==> config.mk <==
export PLATFORM = sky130hd
export DESIGN_NAME = light_show_sequencer
export DESIGN_NICKNAME = d
export VERILOG_FILES = /design/src/rtl/light_show_sequencer.sv
export SDC_FILE = /design/constraint.sdc
export NUM_CORES = 1
export LEC_CHECK = 0
export CAP_MARGIN = 20
export CORE_ASPECT_RATIO = 1.1
export CORE_MARGIN = 4
export CORE_UTILIZATION = 50
export DETAILED_ROUTE_END_ITERATION = 10
export GPL_ROUTABILITY_DRIVEN = 0
export GPL_TIMING_DRIVEN = 0
export HOLD_SLACK_MARGIN = 0.15
export PLACE_DENSITY_LB_ADDON = 0.25
export SETUP_SLACK_MARGIN = 0.3
export SLEW_MARGIN = 10
export SYNTH_ARGS = -nofsm -noshare
export SYNTH_HDL_FRONTEND = slang
export SYNTH_SLANG_ARGS = --single-unit
==> constraint.sdc <==
create_clock -name clk -period 4.86 [get_ports clk]
set_input_delay 0.486 -clock clk [delete_from_list [all_inputs] [get_ports clk]]
set_output_delay 0.486 -clock clk [all_outputs]
set_load 0.02 [all_outputs]
==> src/rtl/light_show_sequencer.sv <==
// light_show_sequencer
//   Starts each attached light-pattern module in turn. It sends a go pulse,
//   waits for that pattern's finished signal, holds all lights off for a
//   gap, then moves on to the next pattern. A watchdog forces the advance
//   when a pattern never reports finished, and it records this in a sticky
//   error flag.
//
// Ports
//   clk            system clock
//   rst            asynchronous reset, active-high
//   enable         run the sequence while high
//   finished_in    per-pattern finished (a single-cycle pulse is enough)
//   pattern_lights pattern k drives bits [8k+7:8k]
//   go_out         one-hot, one-cycle go pulse to pattern k
//   lights         LED drive (the active pattern's lights while it runs)
//   active_idx     index of the current or next pattern
//   busy           high while launching, running or in the gap
//   timeout_err    sticky; set when any pattern times out
//   pattern_count  number of completed patterns (finished or timed out), wraps
module light_show_sequencer #(
    parameter int NUM_PATTERNS = 4,
    parameter int CLKS_PER_MS  = 50000,
    parameter int TIMEOUT_MS   = 30000,
    parameter int GAP_MS       = 500
) (
    input  logic                            clk,
    input  logic                            rst,
    input  logic                            enable,
    input  logic [NUM_PATTERNS-1:0]         finished_in,
    input  logic [8*NUM_PATTERNS-1:0]       pattern_lights,
    output logic [NUM_PATTERNS-1:0]         go_out,
    output logic [7:0]                      lights,
    output logic [$clog2(NUM_PATTERNS)-1:0] active_idx,
    output logic                            busy,
    output logic                            timeout_err,
    output logic [7:0]                      pattern_count
);

    localparam int IDX_W = $clog2(NUM_PATTERNS);
    localparam int PRE_W = (CLKS_PER_MS > 1) ? $clog2(CLKS_PER_MS) : 1;

    localparam logic [PRE_W-1:0]        PRE_LAST    = PRE_W'(CLKS_PER_MS - 1);
    localparam logic [15:0]             TIMEOUT_VAL = 16'(TIMEOUT_MS);
    localparam logic [15:0]             GAP_VAL     = 16'(GAP_MS);
    localparam logic [IDX_W-1:0]        IDX_LAST    = IDX_W'(NUM_PATTERNS - 1);
    localparam logic [NUM_PATTERNS-1:0] GO_ONE      = NUM_PATTERNS'(1);

    typedef enum logic [1:0] {
        IDLE,
        LAUNCH,
        WAIT,
        GAP
    } state_t;

    state_t           state;
    logic [PRE_W-1:0] prescaler;
    logic [15:0]      ms_timer;

    logic             ms_tick;
    logic             active_finished;
    logic [7:0]       active_lights;
    logic [IDX_W-1:0] next_idx;

    assign ms_tick         = (prescaler == PRE_LAST);
    assign active_finished = finished_in[active_idx];
    assign active_lights   = pattern_lights[{active_idx, 3'b000} +: 8];
    assign next_idx        = (active_idx == IDX_LAST) ? '0 : active_idx + 1'b1;

    always_ff @(posedge clk or posedge rst) begin
        if (rst) begin
            state         <= IDLE;
            prescaler     <= '0;
            ms_timer      <= '0;
            go_out        <= '0;
            lights        <= '0;
            active_idx    <= '0;
            busy          <= 1'b0;
            timeout_err   <= 1'b0;
            pattern_count <= '0;
        end else begin
            // NOTE: every assignment here is non-blocking, so an assignment
            // further down the same block overrides the defaults below.
            go_out <= '0;

            // Free-running ms timebase. The timer saturates so that a long
            // wait can never wrap back to a small value.
            if (ms_tick) begin
                prescaler <= '0;
                if (ms_timer != 16'hFFFF) begin
                    ms_timer <= ms_timer + 16'd1;
                end
            end else begin
                prescaler <= prescaler + 1'b1;
            end

            case (state)
                IDLE: begin
                    lights <= '0;
                    if (enable) begin
                        state <= LAUNCH;
                        busy  <= 1'b1;
                    end
                end

                LAUNCH: begin
                    lights    <= '0;
                    go_out    <= GO_ONE << active_idx;
                    state     <= WAIT;
                    prescaler <= '0;
                    ms_timer  <= '0;
                end

                WAIT: begin
                    lights <= active_lights;
                    // Finished is checked first, so it wins over a timeout
                    // that occurs in the same cycle.
                    if (active_finished || ms_timer == TIMEOUT_VAL) begin
                        if (!active_finished) begin
                            timeout_err <= 1'b1;
                        end
                        pattern_count <= pattern_count + 8'd1;
                        lights        <= '0;
                        state         <= GAP;
                        prescaler     <= '0;
                        ms_timer      <= '0;
                    end
                end

                GAP: begin
                    lights <= '0;
                    if (ms_timer == GAP_VAL) begin
                        active_idx <= next_idx;
                        if (enable) begin
                            state <= LAUNCH;
                        end else begin
                            state <= IDLE;
                            busy  <= 1'b0;
                        end
                    end
                end

                default: begin
                    state <= IDLE;
                    busy  <= 1'b0;
                end
            endcase
        end
    end

endmodule

======== Yosys cells after proc, flatten, opt, wreduce, memory -nomap -nowiden ========
Index checks and enable logic that the tools add are counted.
cells by class
  $add $sub $neg .......................... 4
  magnitude comparators ................... 1
  equality and inequality tests ........... 12
  shifts and indexed selects .............. 2
  multiplexer cells ....................... 22
  bitwise logic cells ..................... 1
  reductions and logical operators ........ 9
operators by type and width
  operator               count
  $mux 16                5
  $pmux 16 s2            2
  $add 16x1->16 const B  2
  $shiftx 32x6->8        1
  $eq 16x15->1 const B   1
  $eq 16x16->1 const B   1
  $eq 16x9->1 const B    1
  $ne 16x16->1 const B   1
  $pmux 8 s2             1
  $add 8x1->8 const B    1
  $mux 2                 4
  $mux 8                 1
  $ne 2x2->1 const B     4
  $pmux 2 s4             1
  $eq 2x2->1 const B     3
  $reduce_and 3->1       2
  $mux 1                 5
  $mux 4                 1
  $reduce_and 2->1       2
  $reduce_and 4->1       1
  $shl 1x2->4 const A    1
  $lt 2x3->1 const B     1
  $reduce_or 3->1        1
  $add 2x1->2 const B    1
  7 further kinds        7
word-level totals
  register bits ........................... 58
  output and inout bits ................... 24

======== Logic depth before layout (Yosys ltp) ========
  depth in word-level cells ............... 5
  mapped depth ............................ 9

======== Worst setup path before layout ========
OpenSTA, ideal clock, no wires.
  kind .................................... flip-flop to flip-flop
  from .................................... register prescaler[11]
  to ...................................... register ms_timer[6]
  arrival ................................. 2.038 ns
  data required time ...................... 4.782 ns
  slack ................................... 2.744 ns
  cell stages (with the launch flop) ...... 6
  path buffers ............................ 0
  clock period less this slack ............ 2.116 ns
  path through ............................ dfrtp_1 -> or4b_4 -> nor4_4 -> o21ai_2 -> or4_1 -> a21oi_1
between the ends
  longest elaborated chain between the ends .. 4
ends and longest elaborated chain
  what                      RTL line  source
  start: declaration        56        logic [PRE_W-1:0] prescaler;
  start signal: assignment  93        prescaler <= prescaler + 1'b1;
  $eq 16x16->1 *            64        assign ms_tick = (prescaler == PRE_LAST);
  $mux 16 *                 87        if (ms_tick) begin
  $mux 16                   117       if (active_finished || ms_timer == TIMEOUT_VAL) begin
  $pmux 16 s2 *             96        case (state)
  end signal: assignment    90        ms_timer <= ms_timer + 16'd1;
  end: declaration          57        logic [15:0] ms_timer;
Every way passes the cells marked *; elsewhere a longest branch is shown, timed or not.
A chain may end at the register's enable or synchronous reset.

======== Worst setup path after layout ========
  from .................................... register ms_timer[0]
  to ...................................... register ms_timer[10]
between the ends
  longest elaborated chain between the ends .. 5
  elaborated cells on any way between the ends .. 8
  classes of those cells .................. add/sub: 1; eq/ne: 2; mux: 4; reduce/logical: 1
ends and longest elaborated chain
  what                                           RTL line  source
  $add 16x1->16 or $ne 16x16->1 (tied branches)  90, 89
  $mux 16                                        89        if (ms_timer != 16'hFFFF) begin
  $mux 16                                        87
  $mux 16                                        117
  $pmux 16 s2 *                                  96
Marks and branches as above.

==> impl_results.md <==
- Status: finished, final reports clean
- Clock Pin Slew Worst Setup and Hold Paths: 70 ps
- Number of distinct library cells after synthesis: 44
- Highest attainable clock frequency: 377 MHz
- Total number of placement rows: 29
- Die Span Y: 90.1 um
- Post-detailed-route wirelength per cell: 14.9 um
- CTS tree: built
- Overall die width: 82.6 um
- Worst Setup Path Type: reg -> reg
- WP data required: 5060 ps
- H-tree level count: 3
- Top cell type's share of synthesized area: 0.474
- Fin. Hold Viols: 0
- Met3 layer usage reported by global route: 0.0430
- Buffers inserted during post-CTS setup optimization: 0
- Largest voltage drop on the vdd net: 0.281 mV
- Number of top-level design ports: 63
- Largest net degree at the start of global routing: 38
- Power per Cell Area: 405 nW/um^2
- Warning count from the yosys run: 0
- Routed WL: 6640 um
- Hold bufs inserted after CTS: 0
- Post-route core utilization: 0.688
- Initial standard-cell utilization of the core: 0.524
- Worst rel slew slack: 0.566
- Ys async rst share: 1.00
- Slack of the critical path: 2210 ps
- Antenna violations before repair: 0
- Number of antenna diodes: 0
- Insertion delay of the later-clocked pin in the worst-skew pair: 340 ps
- Met1 routing resource usage after global routing: 0.239
- WP buf/inv: 3
- DIE AREA: 7440 um^2
- CP max FO: 10
- Flops & latches, synth: 58
- Endpoint class of the critical path: flop
- Post-cts resize count: 0
- Area overhead of the layout relative to synthesis: 31.2%
- Detailed-route vias per instance: 5.47
- Most common cell after layout, fill and taps aside: sky130_fd_sc_hd__clkdlybuf4s50_1
- Transition time at the pin with the least slew margin: 651 ps
- Busiest grt layer: met2
- Worst min-delay path category: reg -> reg
- Most frequently used flop master after synthesis: sky130_fd_sc_hd__dfrtp_1
- Cell chosen for the clock root: sky130_fd_sc_hd__clkbuf_8
- Cell taking the most area after synthesis: sky130_fd_sc_hd__dfrtp_1
- Number of enable-type register cells in the synthesized netlist: 0
- DRC violation count after routing: 0
- Post-DP HPWL: 4730 um
- Placeable core region: 5840 um^2
- Commonest non-fill, non-tap cells in the layout: 62 x sky130_fd_sc_hd__clkdlybuf4s50_1, 58 x sky130_fd_sc_hd__dfrtp_1, 33 x sky130_fd_sc_hd__nor2_1
- Setup Total Neg Slack: 0 ps
- Share of the cycle needed by the critical path after routing: 0.545
- TritonCTS buffer count: 9
- Synthesized area divided by synthesized cell count: 10.6 um^2
- Sequential-to-total area share from yosys stat: 0.474
- Worst clock skew on the final layout: 8.45 ps
- Max Buffers Root-to-Sink: 2
- Max-slew violation total from the final report: 0
- Input/output buffers: 62
- Data arrival time of the critical path: 2850 ps
- Count of nets after finishing: 414
- Sort of element at the start of the critical path: flop
- Area contributors post-synth: sky130_fd_sc_hd__dfrtp_1 47%, sky130_fd_sc_hd__mux4_2 6.6%, sky130_fd_sc_hd__ha_1 4.9%, sky130_fd_sc_hd__xor2_1 4.6%, sky130_fd_sc_hd__nor2_1 4.0%
- Delay of the slowest cell on the worst path: 470 ps
- Layout cell share with drive strength beyond 1: 0.103
- Final critical delay including setup and external delays: 2650 ps
- Sequence of cells on the critical path: inv_1, ha_1, nand4bb_1, nor4_1, a21o_1, and2_1, clkbuf_1, clkbuf_1, nor2_1
- Vias in the first global route: 2,538
- Total number of vias: 2,434
- Global-route usage over all layers: 0.197
- Count of routing violations after the opening detailed-route iteration: 163
- Synthesized netlist net count: 340
- Gate count of the mapped netlist: 289
- Cell with the largest stage delay on the worst path: sky130_fd_sc_hd__nor4_1
- First-pass GRT wire length: 11,300 um
- Total of max-cap violations: 0
- Number of setup violations in the final report: 0
- Overall overflow remaining after global route: 0
- Pleak: 1.65 nW
- DRT antenna net count: 0
- Post-placement worst setup slack: 2190 ps
- First-pass iteration count of the detailed router: 4
- Filler instances: 454
- Met2 GRT Util: 0.321
- Unrepaired setup endpoints after global routing: false
- Area of the mapped netlist: 3060 um^2
- Most frequent CP cell: sky130_fd_sc_hd__clkbuf_1
- # clock sinks: 58
- Cell family with the largest share of critical-path delay: simple AND/OR/NAND/NOR gates
metrics by stage:
stage | instances | hold WS, ps | power, mW | instance area (um^2)
5_1_grt | 445 | 489 | 1.73 | 4020
2_1_floorplan | 289 | 453 | 0.918 | 3060
6_report | 445 | 468 | 1.63 | 4020
4_1_cts | 445 | 476 | 1.64 | 4020
3_3_place_gp | 428 | 456 | 1.12 | 3780
3_5_place_dp | 429 | 464 | 1.14 | 3800
cells by family (layout without fill, tap and decap cells):
logic type,after synthesis,count (layout),share of synthesized area
and+or+nand+nor,126,126,0.227
DFF,58,58,0.474
AOI/OAI and AO/OA,34,34,0.0686
xor gates and xnor gates,25,25,0.0715
buffers and inverters,19,98,0.0233
muxes,15,15,0.0870
adders and majority gates,12,12,0.0490
worst paths after layout:
kind / start / end / slack [ps] / cells after the start
max in group asynchronous: rst / ms_timer[6]$_DFF_PP0_ / 3810 / 3
setup / recovery: ms_timer[0]$_DFF_PP0_ / ms_timer[10]$_DFF_PP0_ / 2210 / 9
min in group asynchronous: rst / ms_timer[13]$_DFF_PP0_ / 490 / 2
hold reg to reg: pattern_count[7]$_DFFE_PP0P_ / pattern_count[7]$_DFFE_PP0P_ / 470 / 1
setup reg to reg: ms_timer[0]$_DFF_PP0_ / ms_timer[10]$_DFF_PP0_ / 2210 / 9
hold / removal: pattern_count[7]$_DFFE_PP0P_ / pattern_count[7]$_DFFE_PP0P_ / 470 / 1
cell type report:
class / count / area [um^2] / share of cell area
Multi-Input combinational cell: 212 / 1540 / 0.383
Sequential cell: 58 / 1450 / 0.361
Timing Repair Buffer: 63 / 641 / 0.159
Clock buffer: 11 / 141 / 0.0352
Tap cell: 77 / 96.3 / 0.0240
Clock inverter: 5 / 77.6 / 0.0193
Inverter: 12 / 45.0 / 0.0112
Buffer: 7 / 26.3 / 0.00654
worst register-to-register path: stages, from the launching register on:
cell,delay (ps)
sky130_fd_sc_hd__dfrtp_1,390
sky130_fd_sc_hd__inv_1,100
sky130_fd_sc_hd__ha_1,150
sky130_fd_sc_hd__nand4bb_1,160
sky130_fd_sc_hd__nor4_1,470
sky130_fd_sc_hd__a21o_1,250
sky130_fd_sc_hd__and2_1,140
sky130_fd_sc_hd__clkbuf_1,310
sky130_fd_sc_hd__clkbuf_1,430
sky130_fd_sc_hd__nor2_1,110
synthesized netlist by cell type, types with 2 or more instances:
| cell | count |
|---|---|
| sky130_fd_sc_hd__a21oi_1 | 13 |
| sky130_fd_sc_hd__a31oi_1 | 3 |
| sky130_fd_sc_hd__and2_1 | 6 |
| sky130_fd_sc_hd__and3_1 | 2 |
| sky130_fd_sc_hd__clkbuf_1 | 6 |
| sky130_fd_sc_hd__dfrtp_1 | 58 |
| sky130_fd_sc_hd__ha_1 | 12 |
| sky130_fd_sc_hd__inv_1 | 12 |
| sky130_fd_sc_hd__mux2_2 | 3 |
| sky130_fd_sc_hd__mux2i_1 | 3 |
| sky130_fd_sc_hd__mux4_2 | 9 |
| sky130_fd_sc_hd__nand2_1 | 17 |
| sky130_fd_sc_hd__nand2b_1 | 5 |
| sky130_fd_sc_hd__nand3_1 | 12 |
| sky130_fd_sc_hd__nand3b_1 | 2 |
| sky130_fd_sc_hd__nand4_1 | 8 |
| sky130_fd_sc_hd__nor2_1 | 33 |
| sky130_fd_sc_hd__nor2b_1 | 8 |
| sky130_fd_sc_hd__nor3_1 | 8 |
| sky130_fd_sc_hd__nor4_1 | 3 |
| sky130_fd_sc_hd__o21ai_0 | 7 |
| sky130_fd_sc_hd__o31ai_1 | 3 |
| sky130_fd_sc_hd__or3_1 | 9 |
| sky130_fd_sc_hd__or4_1 | 3 |
| sky130_fd_sc_hd__or4b_4 | 2 |
| sky130_fd_sc_hd__xnor2_1 | 9 |
| sky130_fd_sc_hd__xor2_1 | 16 |
flip-flops by register name (all words and copies together) (netlist names):
register and flops:
go_out 4, timeout_err 1, pattern_count 8, ms_timer 16
busy 1, lights 8, prescaler 16, active_idx 2
state 2
where the power goes:
part	internal [mW]	switching (mW)	total, mW
clock	0.301	0.195	0.496
combinational	0.222	0.295	0.516
sequential	0.552	0.0633	0.615
metal layers:
metal / up-vias / wire [um] / part of all wire
met4: 0 / 166 / 0.025
met5: - / 0 / 0
met2: 68 / 3360 / 0.51
met1: 1179 / 2770 / 0.42
li1: 1173 / - / -
met3: 14 / 345 / 0.052
Power figures use the tool's default switching activity.
